[config.mk]
export PLATFORM = sky130hd
export DESIGN_NAME = axi_uart_tx
export DESIGN_NICKNAME = d
export VERILOG_FILES = /design/src/rtl/axi_uart_tx.sv
export SDC_FILE = /design/constraint.sdc
export NUM_CORES = 1
export LEC_CHECK = 0
export CORE_MARGIN = 2
export CORE_UTILIZATION = 55
export CTS_CLUSTER_SIZE = 24
export DETAILED_ROUTE_END_ITERATION = 7
export GPL_ROUTABILITY_DRIVEN = 0
export PLACE_DENSITY = 0.81
export SYNTH_ARGS = -nofsm -noshare
export SYNTH_HDL_FRONTEND = slang
export SYNTH_SLANG_ARGS = --single-unit
[constraint.sdc]
create_clock -name clk -period 6.1 [get_ports clk]
set_clock_uncertainty 0.1 [all_clocks]
set_input_delay 1.525 -clock clk [delete_from_list [all_inputs] [get_ports clk]]
set_output_delay 1.525 -clock clk [all_outputs]
set_load 0.03 [all_outputs]
[src/rtl/axi_uart_tx.sv]
// AXI-lite style console UART transmitter: TXDATA writes feed a FIFO drained by an 8N1 shifter.
// Build option: define UART_TX_PARITY_EN to add an even-parity bit enabled by BAUD[16].
module axi_uart_tx #(
  parameter int FIFO_DEPTH  = 16,
  parameter int DEFAULT_DIV = 434,
  parameter int ID_W        = 4
) (
  input  logic            clk,
  input  logic            rst,
  input  logic            i_axi_awvalid,
  input  logic [31:0]     i_axi_awaddr,
  input  logic [ID_W-1:0] i_axi_awid,
  input  logic            i_axi_wvalid,
  input  logic [31:0]     i_axi_wdata,
  input  logic            i_axi_bready,
  input  logic            i_axi_arvalid,
  input  logic [31:0]     i_axi_araddr,
  input  logic [ID_W-1:0] i_axi_arid,
  input  logic            i_axi_rready,
  output logic            o_axi_awready,
  output logic            o_axi_wready,
  output logic            o_axi_bvalid,
  output logic [ID_W-1:0] o_axi_bid,
  output logic [1:0]      o_axi_bresp,
  output logic            o_axi_arready,
  output logic            o_axi_rvalid,
  output logic [ID_W-1:0] o_axi_rid,
  output logic [31:0]     o_axi_rdata,
  output logic [1:0]      o_axi_rresp,
  output logic            o_axi_rlast,
  output logic            tx_o,
  output logic            irq_o
);
  localparam int AW = $clog2(FIFO_DEPTH);
  localparam int PW = AW + 1;
  localparam logic [PW-1:0] FULL_CNT = PW'(FIFO_DEPTH);
  localparam logic [15:0]   DIV_RST  = 16'(DEFAULT_DIV);

  typedef enum logic [1:0] {T_TXDATA, T_BAUD, T_NONE} wsel_t;
  typedef enum logic [2:0] {S_IDLE, S_START, S_DATA, S_PARITY, S_STOP} state_t;

  logic [7:0]      r_mem [FIFO_DEPTH];
  logic [PW-1:0]   r_wr_ptr, r_rd_ptr, w_count;
  logic            w_empty, w_full, w_push, w_load, w_shift, w_last, w_busy;
  logic            r_pend_wr, r_bvalid, r_rvalid;
  wsel_t           r_wsel, w_aw_sel;
  logic [ID_W-1:0] r_awid, r_bid, r_rid;
  logic [31:0]     r_rdata, w_rd_val;
  logic [15:0]     r_div_cfg, r_div, r_tick;
  logic            w_wready, w_whs, w_baud_wr;
  state_t          r_state, w_state_next;
  logic [2:0]      r_bitcnt;
  logic [7:0]      r_shift;
  logic            r_tx, w_tx_next, r_irq;
  logic            w_par_cfg, w_par_on, w_par_bit;
  logic            w_unused;

  assign w_count   = r_wr_ptr - r_rd_ptr;
  assign w_empty   = (w_count == '0);
  assign w_full    = (w_count == FULL_CNT);
  assign w_busy    = (r_state != S_IDLE);
  assign w_wready  = r_pend_wr && !(r_wsel == T_TXDATA && w_full);
  assign w_whs     = i_axi_wvalid && w_wready;
  assign w_push    = w_whs && (r_wsel == T_TXDATA);
  assign w_baud_wr = w_whs && (r_wsel == T_BAUD);
  assign w_last    = (r_tick == r_div - 16'd1);
  assign w_shift   = (r_state == S_DATA) && w_last;

  assign o_axi_awready = 1'b1;
  assign o_axi_arready = 1'b1;
  assign o_axi_wready  = w_wready;
  assign o_axi_bvalid  = r_bvalid;
  assign o_axi_bid     = r_bid;
  assign o_axi_bresp   = 2'b00;
  assign o_axi_rvalid  = r_rvalid;
  assign o_axi_rid     = r_rid;
  assign o_axi_rdata   = r_rdata;
  assign o_axi_rresp   = 2'b00;
  assign o_axi_rlast   = r_rvalid;
  assign tx_o          = r_tx;
  assign irq_o         = r_irq;

`ifdef UART_TX_PARITY_EN
  logic r_par_en, r_par_on, r_par;
  always_ff @(posedge clk or posedge rst) begin
    if (rst) begin
      r_par_en <= 1'b1;
      r_par_on <= 1'b0;
    end else begin
      if (w_baud_wr) r_par_en <= i_axi_wdata[16];
      if (w_load)    r_par_on <= r_par_en;
    end
  end
  always_ff @(posedge clk) begin
    if (w_load) r_par <= ^r_mem[r_rd_ptr[AW-1:0]];
  end
  assign w_par_cfg = r_par_en;
  assign w_par_on  = r_par_on;
  assign w_par_bit = r_par;
  assign w_unused  = ^{i_axi_awaddr[31:16], i_axi_araddr[31:16], i_axi_wdata[31:17]};
`else
  assign w_par_cfg = 1'b0;
  assign w_par_on  = 1'b0;
  assign w_par_bit = 1'b0;
  assign w_unused  = ^{i_axi_awaddr[31:16], i_axi_araddr[31:16], i_axi_wdata[31:16]};
`endif

  always_comb begin
    w_aw_sel = T_NONE;
    case (i_axi_awaddr[15:0])
      16'h0000: w_aw_sel = T_TXDATA;
      16'h0008: w_aw_sel = T_BAUD;
      default:  w_aw_sel = T_NONE;
    endcase
  end

  always_comb begin
    w_rd_val = '0;
    case (i_axi_araddr[15:0])
      16'h0004: w_rd_val = {16'h0, 8'(w_count), 5'b0, w_full, w_empty, w_busy};
      16'h0008: w_rd_val = {15'h0, w_par_cfg, r_div_cfg};
      default:  w_rd_val = '0;
    endcase
  end

  always_ff @(posedge clk or posedge rst) begin
    if (rst) begin
      r_pend_wr <= 1'b0;
      r_wsel    <= T_NONE;
      r_awid    <= '0;
      r_bvalid  <= 1'b0;
      r_bid     <= '0;
      r_rvalid  <= 1'b0;
      r_rid     <= '0;
      r_rdata   <= '0;
      r_div_cfg <= DIV_RST;
      r_wr_ptr  <= '0;
      r_rd_ptr  <= '0;
    end else begin
      if (i_axi_awvalid && !r_pend_wr && !r_bvalid) begin
        r_pend_wr <= 1'b1;
        r_wsel    <= w_aw_sel;
        r_awid    <= i_axi_awid;
      end
      if (w_whs) begin
        r_pend_wr <= 1'b0;
        r_bvalid  <= 1'b1;
        r_bid     <= r_awid;
      end else if (r_bvalid && i_axi_bready) begin
        r_bvalid <= 1'b0;
      end
      if (w_baud_wr)
        r_div_cfg <= (i_axi_wdata[15:0] < 16'd2) ? 16'd2 : i_axi_wdata[15:0];
      if (w_push) r_wr_ptr <= r_wr_ptr + 1'b1;
      if (w_load) r_rd_ptr <= r_rd_ptr + 1'b1;
      // Read data is captured with the address so it stays stable while rready is low.
      if (i_axi_arvalid && !r_rvalid) begin
        r_rvalid <= 1'b1;
        r_rid    <= i_axi_arid;
        r_rdata  <= w_rd_val;
      end else if (r_rvalid && i_axi_rready) begin
        r_rvalid <= 1'b0;
      end
    end
  end

  always_ff @(posedge clk) begin
    if (w_push) r_mem[r_wr_ptr[AW-1:0]] <= i_axi_wdata[7:0];
    if (w_load)       r_shift <= r_mem[r_rd_ptr[AW-1:0]];
    else if (w_shift) r_shift <= {1'b0, r_shift[7:1]};
  end

  always_ff @(posedge clk or posedge rst) begin
    if (rst) r_state <= S_IDLE;
    else     r_state <= w_state_next;
  end

  always_comb begin
    w_state_next = r_state;
    w_load       = 1'b0;
    w_tx_next    = 1'b1;
    case (r_state)
      S_IDLE: if (!w_empty) begin
        w_load       = 1'b1;
        w_state_next = S_START;
      end
      S_START:  if (w_last) w_state_next = S_DATA;
      S_DATA:   if (w_last && r_bitcnt == 3'd7) w_state_next = w_par_on ? S_PARITY : S_STOP;
      S_PARITY: if (w_last) w_state_next = S_STOP;
      S_STOP: if (w_last) begin
        if (!w_empty) begin
          w_load       = 1'b1;
          w_state_next = S_START;
        end else begin
          w_state_next = S_IDLE;
        end
      end
      default: w_state_next = S_IDLE;
    endcase
    // tx is registered from the next state so the pin never glitches.
    case (w_state_next)
      S_START:  w_tx_next = 1'b0;
      S_DATA:   w_tx_next = w_shift ? r_shift[1] : r_shift[0];
      S_PARITY: w_tx_next = w_par_bit;
      default:  w_tx_next = 1'b1;
    endcase
  end

  always_ff @(posedge clk or posedge rst) begin
    if (rst) begin
      r_tick   <= '0;
      r_bitcnt <= '0;
      r_div    <= DIV_RST;
      r_tx     <= 1'b1;
      r_irq    <= 1'b1;
    end else begin
      r_tx  <= w_tx_next;
      r_irq <= w_empty && !w_busy;
      if (r_state == S_IDLE || w_last) r_tick <= '0;
      else                             r_tick <= r_tick + 16'd1;
      if (w_load) begin
        r_div    <= r_div_cfg;
        r_bitcnt <= '0;
      end else if (w_shift) begin
        r_bitcnt <= r_bitcnt + 3'd1;
      end
    end
  end
endmodule
# [Yosys cells after proc, flatten, opt, wreduce, memory -nomap -nowiden]
# Memory sizes are Yosys's and may differ from the RTL's.
# Index checks and enable logic that the tools add are counted.
[word_totals] regBits=123 mem_bits_rw=128 inputBits=111 output_inout_bits=52 n_memories=1
[mem_list] memory="r_mem" words=16 word_bits=8 read_ports=1 rd_ports_with_merged_regs=0 write_ports=1 line_no="42" rtl="logic [7:0] r_mem [FIFO_DEPTH];"
[op_classes] add_sub_neg=6 magnitude_cmp=1 n_eq_ne=14 n_mux=28 n_reduce_logical=29
[op_table] cell="equality test 16 x 4 -> 1 bit (second input constant)" count=2
[op_table] cell="two-way mux 16 bit" count=2
[op_table] cell="case mux 16 bit (2 select lines)" count=1
[op_table] cell="two-way mux 3 bit" count=7
[op_table] cell="adder 16 x 1 -> 16 bit (second input constant)" count=1
[op_table] cell="equality test 16 bit" count=1
[op_table] cell="equality test 16 x 3 -> 1 bit (second input constant)" count=1
[op_table] cell="logical NOT 16 bit" count=1
[op_table] cell="less-than comparator 16 x 2 -> 1 bit (second input constant)" count=1
[op_table] cell="two-way mux 8 bit" count=2
[op_table] cell="subtractor 16 x 1 -> 16 bit (second input constant)" count=1
[op_table] cell="case mux 3 bit (5 select lines)" count=1
[op_table] cell="logical AND 1 bit" count=13
[op_table] cell="equality test 3 x 2 -> 1 bit (second input constant)" count=4
[op_table] cell="two-way mux 1 bit" count=12
[op_table] cell="adder 5 x 1 -> 5 bit (second input constant)" count=2
[op_table] cell="nonzero test 2 bit" count=4
[op_table] cell="equality test 3 x 1 -> 1 bit (second input constant)" count=2
[op_table] cell="equality test 3 bit (second input constant)" count=2
[op_table] cell="equality test 5 bit (second input constant)" count=1
[op_table] cell="logical NOT 1 bit" count=5
[op_table] cell="logical NOT 5 bit" count=1
[op_table] cell="subtractor 5 bit" count=1
[op_table] cell="case mux 1 bit (2 select lines)" count=2
[op_table] cell="8 further kinds" count=8

# [Longest topological paths before layout]
# Gate-level depths: netlist of the first run.
[logic_depth] word_depth=9 ltp_mapped=14 mapped_depth_nobuf=11

# [Worst setup path after synthesis of the first run]
# No wires, ideal clock.
[synth_path] kind="register to register" startpoint="register r_wr_ptr[0]" endpoint="memory r_mem[3][0], enable pin" setup_time_ps=383 t_arrival_ps=3982 t_required_ps=5617 setup_slack_ps=1634 path_stages_with_launch=12 period_less_slack_ps=4466 cell_sequence="dfrtp_1 -> inv_1 -> ha_1 -> fa_1 -> nand2b_1 -> a21oi_1 -> xnor2_1 -> a31oi_1 -> nand2_1 -> nor3_1 -> nand2_1 -> nor3_1"
[synth_between] elab_chain_cells=9
[synth_lines] element="start: declaration" line_no="43" rtl="logic [PW-1:0] r_wr_ptr, r_rd_ptr, w_count;"
[synth_lines] element="start signal: assignment" line_no="154" rtl="if (w_push) r_wr_ptr <= r_wr_ptr + 1'b1;"
[synth_lines] element="subtractor 5 bit" line_no="58" rtl="assign w_count = r_wr_ptr - r_rd_ptr;"
[synth_lines] element="equality test 5 bit" line_no="60" rtl="assign w_full = (w_count == FULL_CNT);"
[synth_lines] element="logical AND 1 bit" line_no="62" rtl="assign w_wready = r_pend_wr && !(r_wsel == T_TXDATA && w_full);"
[synth_lines] element="logical NOT 1 bit" line_no="62"
[synth_lines] element="logical AND 1 bit" line_no="62"
[synth_lines] element="net o_axi_wready" line_no="21" rtl="output logic o_axi_wready,"
[synth_lines] element="logical AND 1 bit" line_no="63" rtl="assign w_whs = i_axi_wvalid && w_wready;"
[synth_lines] element="logical AND 1 bit" line_no="64" rtl="assign w_push = w_whs && (r_wsel == T_TXDATA);"
[synth_lines] element="two-way mux 1 bit" line_no="168" rtl="if (w_push) r_mem[r_wr_ptr[AW-1:0]] <= i_axi_wdata[7:0];"
[synth_lines] element="two-way mux 1 bit (implied by the code)" line_no="168"
[synth_lines] element="end: declaration" line_no="42"
# The timed path passes the listed nets, and every way through them passes these cells.

# [Worst setup path after layout of the first run]
[layout_path] startpoint="register r_wr_ptr[0]" endpoint="output port o_axi_wready"
[layout_between] elab_chain_cells=5
[layout_lines] element="subtractor 5 bit" line_no="58"
[layout_lines] element="equality test 5 bit" line_no="60"
[layout_lines] element="logical AND 1 bit" line_no="62"
[layout_lines] element="logical NOT 1 bit" line_no="62"
[layout_lines] element="logical AND 1 bit" line_no="62"
[layout_lines] element="end: declaration" line_no="21"
# Every way passes these cells.

==> flow_summary_export.csv, run 1 <==
group,metric,value,unit
clock_network,clock-sinks,235,
drt,wire_per_inst,21.1,um
finish,instances_no_fill,1075,
critical_path,arrival,3.36,ns
clock_network,postCtsSetupRepairBufs,0,
yosys,yosysWarningCount,0,
global_routing,grt_pass1_vias,6657,
pwr,p_int,2.85,mW
critical_path,crit_type,"register to output port",
yosys,synthTopCellsByCount,"136 x edfxtp_1, 86 x dfrtp_1, 56 x nand2_1, 52 x nor2_1, 45 x mux2_2",
drt,drtAntennaViolNets,0,
finish,final_cell_area,0.0123,mm^2
finish,area.growth.synth_to_final,18.3,%
pwr,pwr_density_cell,311,mW/mm^2
yosys,syn_area,0.0104,mm^2
floorplan,io_pins,163,
pwr,total_power,3.83,mW
yosys,synth_top_cell_by_area,"edfxtp_1",
floorplan,die_w,142,um
global_routing,overflow,0,
sta,tightestPinTransition,1.32,ns
outcome,outcome,"finished, final reports clean",
sta,slew_headroom,11.1,%
global_routing,grt_max_degree,65,
clock_network,cts_resized,0,
critical_path,start_kind,"register",
yosys,synthArstFlopShare,42.1,%
clock_network,clk_pin_slew,0.06,ns
sta,rsz0062_at_grt,"false",
critical_path,path_delay_family,"buffers and inverters",
finish,nNetsFinal,946,
clock_network,cts_tree,"yes",
floorplan,rows,50,
critical_path,worstPathRequired,4.47,ns
pwr,peakVddDrop,0.285,mV
sta,setup_viol,0,
placed_design,place_ws,1.50,ns
yosys,synth_top_area_share,39.3,%
critical_path,cp_slowest_cell,"clkdlybuf4s50_1",
drt,drt-total-wl,22700,um
global_routing,grt_pass1_wl,35800,um
clock_network,h-tree-depth,1,
yosys,synthDistinctLibCells,59,
pwr,seqPwrFrac,48.8,%
drt,drt-pass1-iter-count,5,
drt,via_per_inst,5.93,
floorplan,fp.dieH,142,um
critical_path,critical_path.max_fanout,4,
yosys,ys_top_cells_by_area,"edfxtp_1 39%, dfrtp_1 21%, mux4_2 8.7%",
sta,finalMaxSlewViolations,0,
pwr,switchingPower,0.982,mW
finish,seqCellArea,0.00658,mm^2
clock_network,cts_buffers,26,
critical_path,crit_buf_inv,2,
sta,setup_ws,1.12,ns
floorplan,dieArea,0.0200,mm^2
clock_network,clock_latency,0.54,ns
critical_path,crit_cells,8,
yosys,synth_edf_count,136,
sta,finalHoldViolations,0,
global_routing,antenna_found_initial,0,
sta,finalCriticalPeriod,4.98,ns
finish,fillCellCount,1272,
finish,multi_input_area,0.00355,mm^2
clock_network,cts_hold_buf,0,
placed_design,port-buffer-count,92,
global_routing,grt.total_usage,23.1,%
worst_hold_path,min_path_type,"register to register",
finish,drive_above_1_share,18.7,%
yosys,seq_area_frac_synth,63.2,%
drt,vias,6372,
job,cap_violations,0,
pwr,clkPwrFrac,38.3,%
sta,max_freq,201,MHz
sta,post-route-period-util,81.7,%
yosys,synth_cells,719,
pwr,sw_frac_of_total,25.6,%
pwr,p_leak,4.61,nW
yosys,avgSynthCellArea,14.5,um^2
critical_path,path_cells,"inv_1 -> ha_1 -> fa_1 -> nand2b_1 -> a21oi_1 -> xnor2_1 -> a31oi_1 -> clkdlybuf4s50_1",
finish,utilization,66.0,%
clock_network,cts.path.max_buffers,3,
clock_network,root_buffer,"clkbuf_16",
worst_hold_path,hold_depth,2,
critical_path,r2r_cells,8,
yosys,ys_seq_elements,235,
sta,holdWs,0.381,ns
yosys,post-synth-top-count-cell,"edfxtp_1",
finish,antennaDiodeCount,0,
pwr,p_comb_share,12.9,%
drt,drtIter0Drc,491,
drt,drc,0,
placed_design,dp_cells,1027,
critical_path,cp_slowest_stage_delay,0.75,ns
placed_design,placed_area,0.0115,mm^2
sta,setup_tns,0,ns
placed_design,hpwlAfterDp,15200,um
critical_path,endpoint_kind,"output port",
yosys,synth_flop_cell,"edfxtp_1",
floorplan,coreArea,0.0186,mm^2
floorplan,initial_core_util,55.8,%
## final cells by class
type,count,share of cell area [%]
well taps,234,2.38
repair buffers,103,8.15
clock inverters,5,0.468
clock buffers,43,6.13
multi-input cells,437,28.9
flip-flops and latches,235,53.4
inverters,18,0.569
## per-layer routing
| metal | routed length, um | track usage, % | vias to the layer above |
|---|---|---|---|
| met4 | 772 | 7.42 | 0 |
| met2 | 11300 | 40.1 | 267 |
| met3 | 1400 | 4.32 | 58 |
| li1 | - | - | 2841 |
| met5 | 0 | 0 | - |
| met1 | 9220 | 29.7 | 3206 |
## layout by cell type (no fill, tap or decap), types with 14 or more instances in the layout
cell type	Yosys	layout
edfxtp_1	136	136
nand2_1	56	56
dfrtp_1	86	85
mux2_2	45	45
conb_1	2	22
nand3_1	14	14
mux4_2	40	40
inv_1	17	16
xnor2_1	24	24
xor2_1	23	23
o21ai_0	31	31
nor2_1	52	52
clkbuf_16	0	26
clkdlybuf4s50_1	0	92
## worst paths after layout
path                                        startpoint                           to  slack (ns)
setup / recovery               r_wr_ptr[0]$_DFFE_PP0P_                 o_axi_wready        1.12
hold / removal             o_axi_rdata[15]$_DFFE_PP0P_  o_axi_rdata[15]$_DFFE_PP0P_        0.38
setup reg to reg                  r_div[0]$_DFFE_PP0P_        r_div[14]$_DFFE_PP0P_        1.39
hold reg to reg            o_axi_rdata[15]$_DFFE_PP0P_  o_axi_rdata[15]$_DFFE_PP0P_        0.38
max in group asynchronous                          rst     r_div_cfg[5]$_DFFE_PP1P_        3.51
min in group asynchronous                          rst        r_awid[1]$_DFFE_PP0P_        1.39
## state kept, by name, indices dropped and copies added, names as in the netlist, 2 cells and up
register / count
r_rd_ptr: 5
r_div_cfg: 16
r_bitcnt: 3
r_tick: 16
r_state: 3
r_mem: 128
r_shift: 8
r_wsel: 2
r_wr_ptr: 5
o_axi_rdata: 16
o_axi_bid: 4
o_axi_rid: 4
r_div: 16
r_awid: 4
## power by group through the flow
stage / combinational, mW / sequential [mW] / clock (mW)
2_1_floorplan: 0.288 / 1.91 / 0
3_5_place_dp: 0.491 / 1.90 / 0
4_1_cts: 0.496 / 1.87 / 1.49
6_report: 0.496 / 1.87 / 1.47
3_3_place_gp: 0.463 / 1.89 / 0
5_1_grt: 0.532 / 1.88 / 1.55
## worst min-delay path, stage by stage, from the launching register on
cell     delay (ns)
dfrtp_1        0.34
nand2_1        0.05
o21ai_0        0.06
## kinds of logic (layout without fill, tap and decap cells)
kind of cell	count (synthesis)	after routing	share of synthesized area [%]
compound gates	65	65	3.85
xor+xnor	48	48	4.17
fa+ha+maj	14	14	1.76
buf+inv	67	169	3.45
flops	235	235	63.2
mux	88	88	13.8
other cells	2	22	0.0722
simple gates	200	200	9.65
(Power assumes the default switching activity.)
==> run 2: changes to the inputs <==
--- a/config.mk
+++ b/config.mk
@@ -6,11 +6,11 @@
 export NUM_CORES = 1
 export LEC_CHECK = 0
 export CORE_MARGIN = 2
-export CORE_UTILIZATION = 55
+export CORE_UTILIZATION = 54
 export CTS_CLUSTER_SIZE = 24
 export DETAILED_ROUTE_END_ITERATION = 7
 export GPL_ROUTABILITY_DRIVEN = 0
-export PLACE_DENSITY = 0.81
+export PLACE_DENSITY = 0.8
 export SYNTH_ARGS = -nofsm -noshare
 export SYNTH_HDL_FRONTEND = slang
 export SYNTH_SLANG_ARGS = --single-unit
==> constraint.sdc (replaced) <==
create_clock -name clk -period 5.1 [get_ports clk]
set_clock_uncertainty 0.1 [all_clocks]
set_input_delay 1.275 -clock clk [delete_from_list [all_inputs] [get_ports clk]]
set_output_delay 1.275 -clock clk [all_outputs]
set_load 0.03 [all_outputs]
==> run 2 against run 1 <==
Compared with the run above: non-clock buffer count is 4 higher; worst setup slack got worse by 0.85 ns; final cell count up 2.6%; first-iteration DRC count up 5.9%; register-to-register slack got worse by 0.63 ns; global-route usage down 1.5 points; largest cell class unchanged; highest routed layer unchanged.
==> flow_summary_export.csv, run 2 (synthesized netlist as in run 1, its figures left out) <==
group,metric,value,unit
drt,drtIter0Drc,520,
pwr,p_leak,4.67,nW
critical_path,worstPathRequired,3.72,ns
pwr,peakVddDrop,0.352,mV
global_routing,overflow,0,
drt,drc,0,
floorplan,die_w,143,um
worst_hold_path,min_path_type,"register to register",
drt,drtAntennaViolNets,0,
finish,drive_above_1_share,19.9,%
clock_network,clock_latency,0.53,ns
floorplan,dieArea,0.0204,mm^2
global_routing,grt_pass1_vias,6523,
clock_network,cts_tree,"yes",
finish,antennaDiodeCount,0,
floorplan,fp.dieH,143,um
drt,vias,6334,
sta,tightestPinTransition,1.22,ns
sta,setup_tns,0,ns
clock_network,h-tree-depth,1,
finish,area.growth.synth_to_final,19.7,%
floorplan,rows,50,
clock_network,cts_hold_buf,0,
sta,max_freq,207,MHz
floorplan,coreArea,0.0188,mm^2
finish,largest_reg_flops,128,
floorplan,initial_core_util,55.2,%
clock_network,cts.path.max_buffers,3,
drt,wire_per_inst,19.7,um
clock_network,clk_pin_slew,0.06,ns
clock_network,root_buffer,"clkbuf_16",
finish,final_cell_mix,"136 x edfxtp_1, 92 x clkdlybuf4s50_1, 85 x dfrtp_1",
placed_design,dp_cells,1057,
finish,utilization,66.1,%
placed_design,hpwlAfterDp,14900,um
floorplan,io_pins,163,
finish,layout_commonest_cell,"edfxtp_1",
pwr,pwr_density_cell,381,mW/mm^2
clock_network,cts_buffers,25,
critical_path,critical_path.max_fanout,12,
outcome,outcome,"finished, final reports clean",
sta,slew_headroom,17.5,%
critical_path,start_kind,"register",
global_routing,grt_pass1_wl,34200,um
sta,finalMaxSlewViolations,0,
finish,instances_no_fill,1103,
drt,drt-total-wl,21700,um
job,cap_violations,0,
global_routing,grt.total_usage,21.6,%
critical_path,arrival,3.46,ns
placed_design,port-buffer-count,92,
sta,finalCriticalPeriod,4.83,ns
drt,via_per_inst,5.74,
sta,finalHoldViolations,0,
clock_network,cts_resized,0,
finish,fillCellCount,1281,
critical_path,endpoint_kind,"output port",
drt,drt-pass1-iter-count,5,
clock_network,clock-sinks,235,
critical_path,crit_type,"register to output port",
sta,rsz0062_at_grt,"false",
sta,setup_viol,0,
global_routing,antenna_found_initial,0,
pwr,total_power,4.75,mW
sta,post-route-period-util,94.7,%
global_routing,grt_max_degree,64,
clock_network,postCtsSetupRepairBufs,0,
finish,nNetsFinal,949,
## run 2: worst paths after layout
path	from	endpoint	slack (ns)	cells past startpoint
max in group asynchronous	rst	r_div_cfg[8]$_DFFE_PP1P_	2.74	3
hold reg to reg	o_axi_rdata[9]$_DFFE_PP0P_	o_axi_rdata[9]$_DFFE_PP0P_	0.38	2
hold / removal	o_axi_rdata[9]$_DFFE_PP0P_	o_axi_rdata[9]$_DFFE_PP0P_	0.38	2
min in group asynchronous	rst	o_axi_bvalid$_DFFE_PP0P_	1.17	2
setup reg to reg	r_div[6]$_DFFE_PP0P_	r_shift[5]$_DFFE_PP_	0.76	8
setup / recovery	r_rd_ptr[2]$_DFFE_PP0P_	o_axi_wready	0.27	7
## run 2: per-layer routing
metal / GRT usage [%] / share of wire (%)
met3: 3.86 / 6.4
met1: 28.0 / 40
met4: 5.94 / 2.2
met5: 0 / 0
met2: 37.6 / 51
## run 2: cell type report
cell class	count	area (um^2)	share of cell area (%)
tap	260	325	2.61
clock inverter	15	199	1.60
sequential	235	6580	52.8
timing repair buffer	107	1030	8.30
inverter	18	70.1	0.563
multi-input combinational	437	3550	28.5
clock buffer	31	689	5.54
## run 2: power by group
part           internal [mW]  switching, mW  leakage, nW
Clock                   1.17          0.747        0.431
Sequential              2.14          0.101         2.48
Combinational          0.259          0.332         1.76
Total                   3.57           1.18         4.67
## run 2: critical path, stage by stage, from the launching register on
cell	delay (ns)
dfrtp_1	0.72
inv_1	0.16
ha_1	0.40
xnor2_1	0.31
a211o_1	0.18
nand2_1	0.11
a31oi_1	0.29
clkdlybuf4s50_1	0.75
## run 2: per-stage QoR
stage	hold slack (ns)	setup slack (ns)	cell area, um^2
after floorplan	0.364	0.634	10500
after global placement	0.363	0.994	11600
after detailed placement	0.378	0.883	11600
after CTS	0.392	0.274	12400
after global routing	0.410	0.0902	12400
final	0.384	0.269	12400
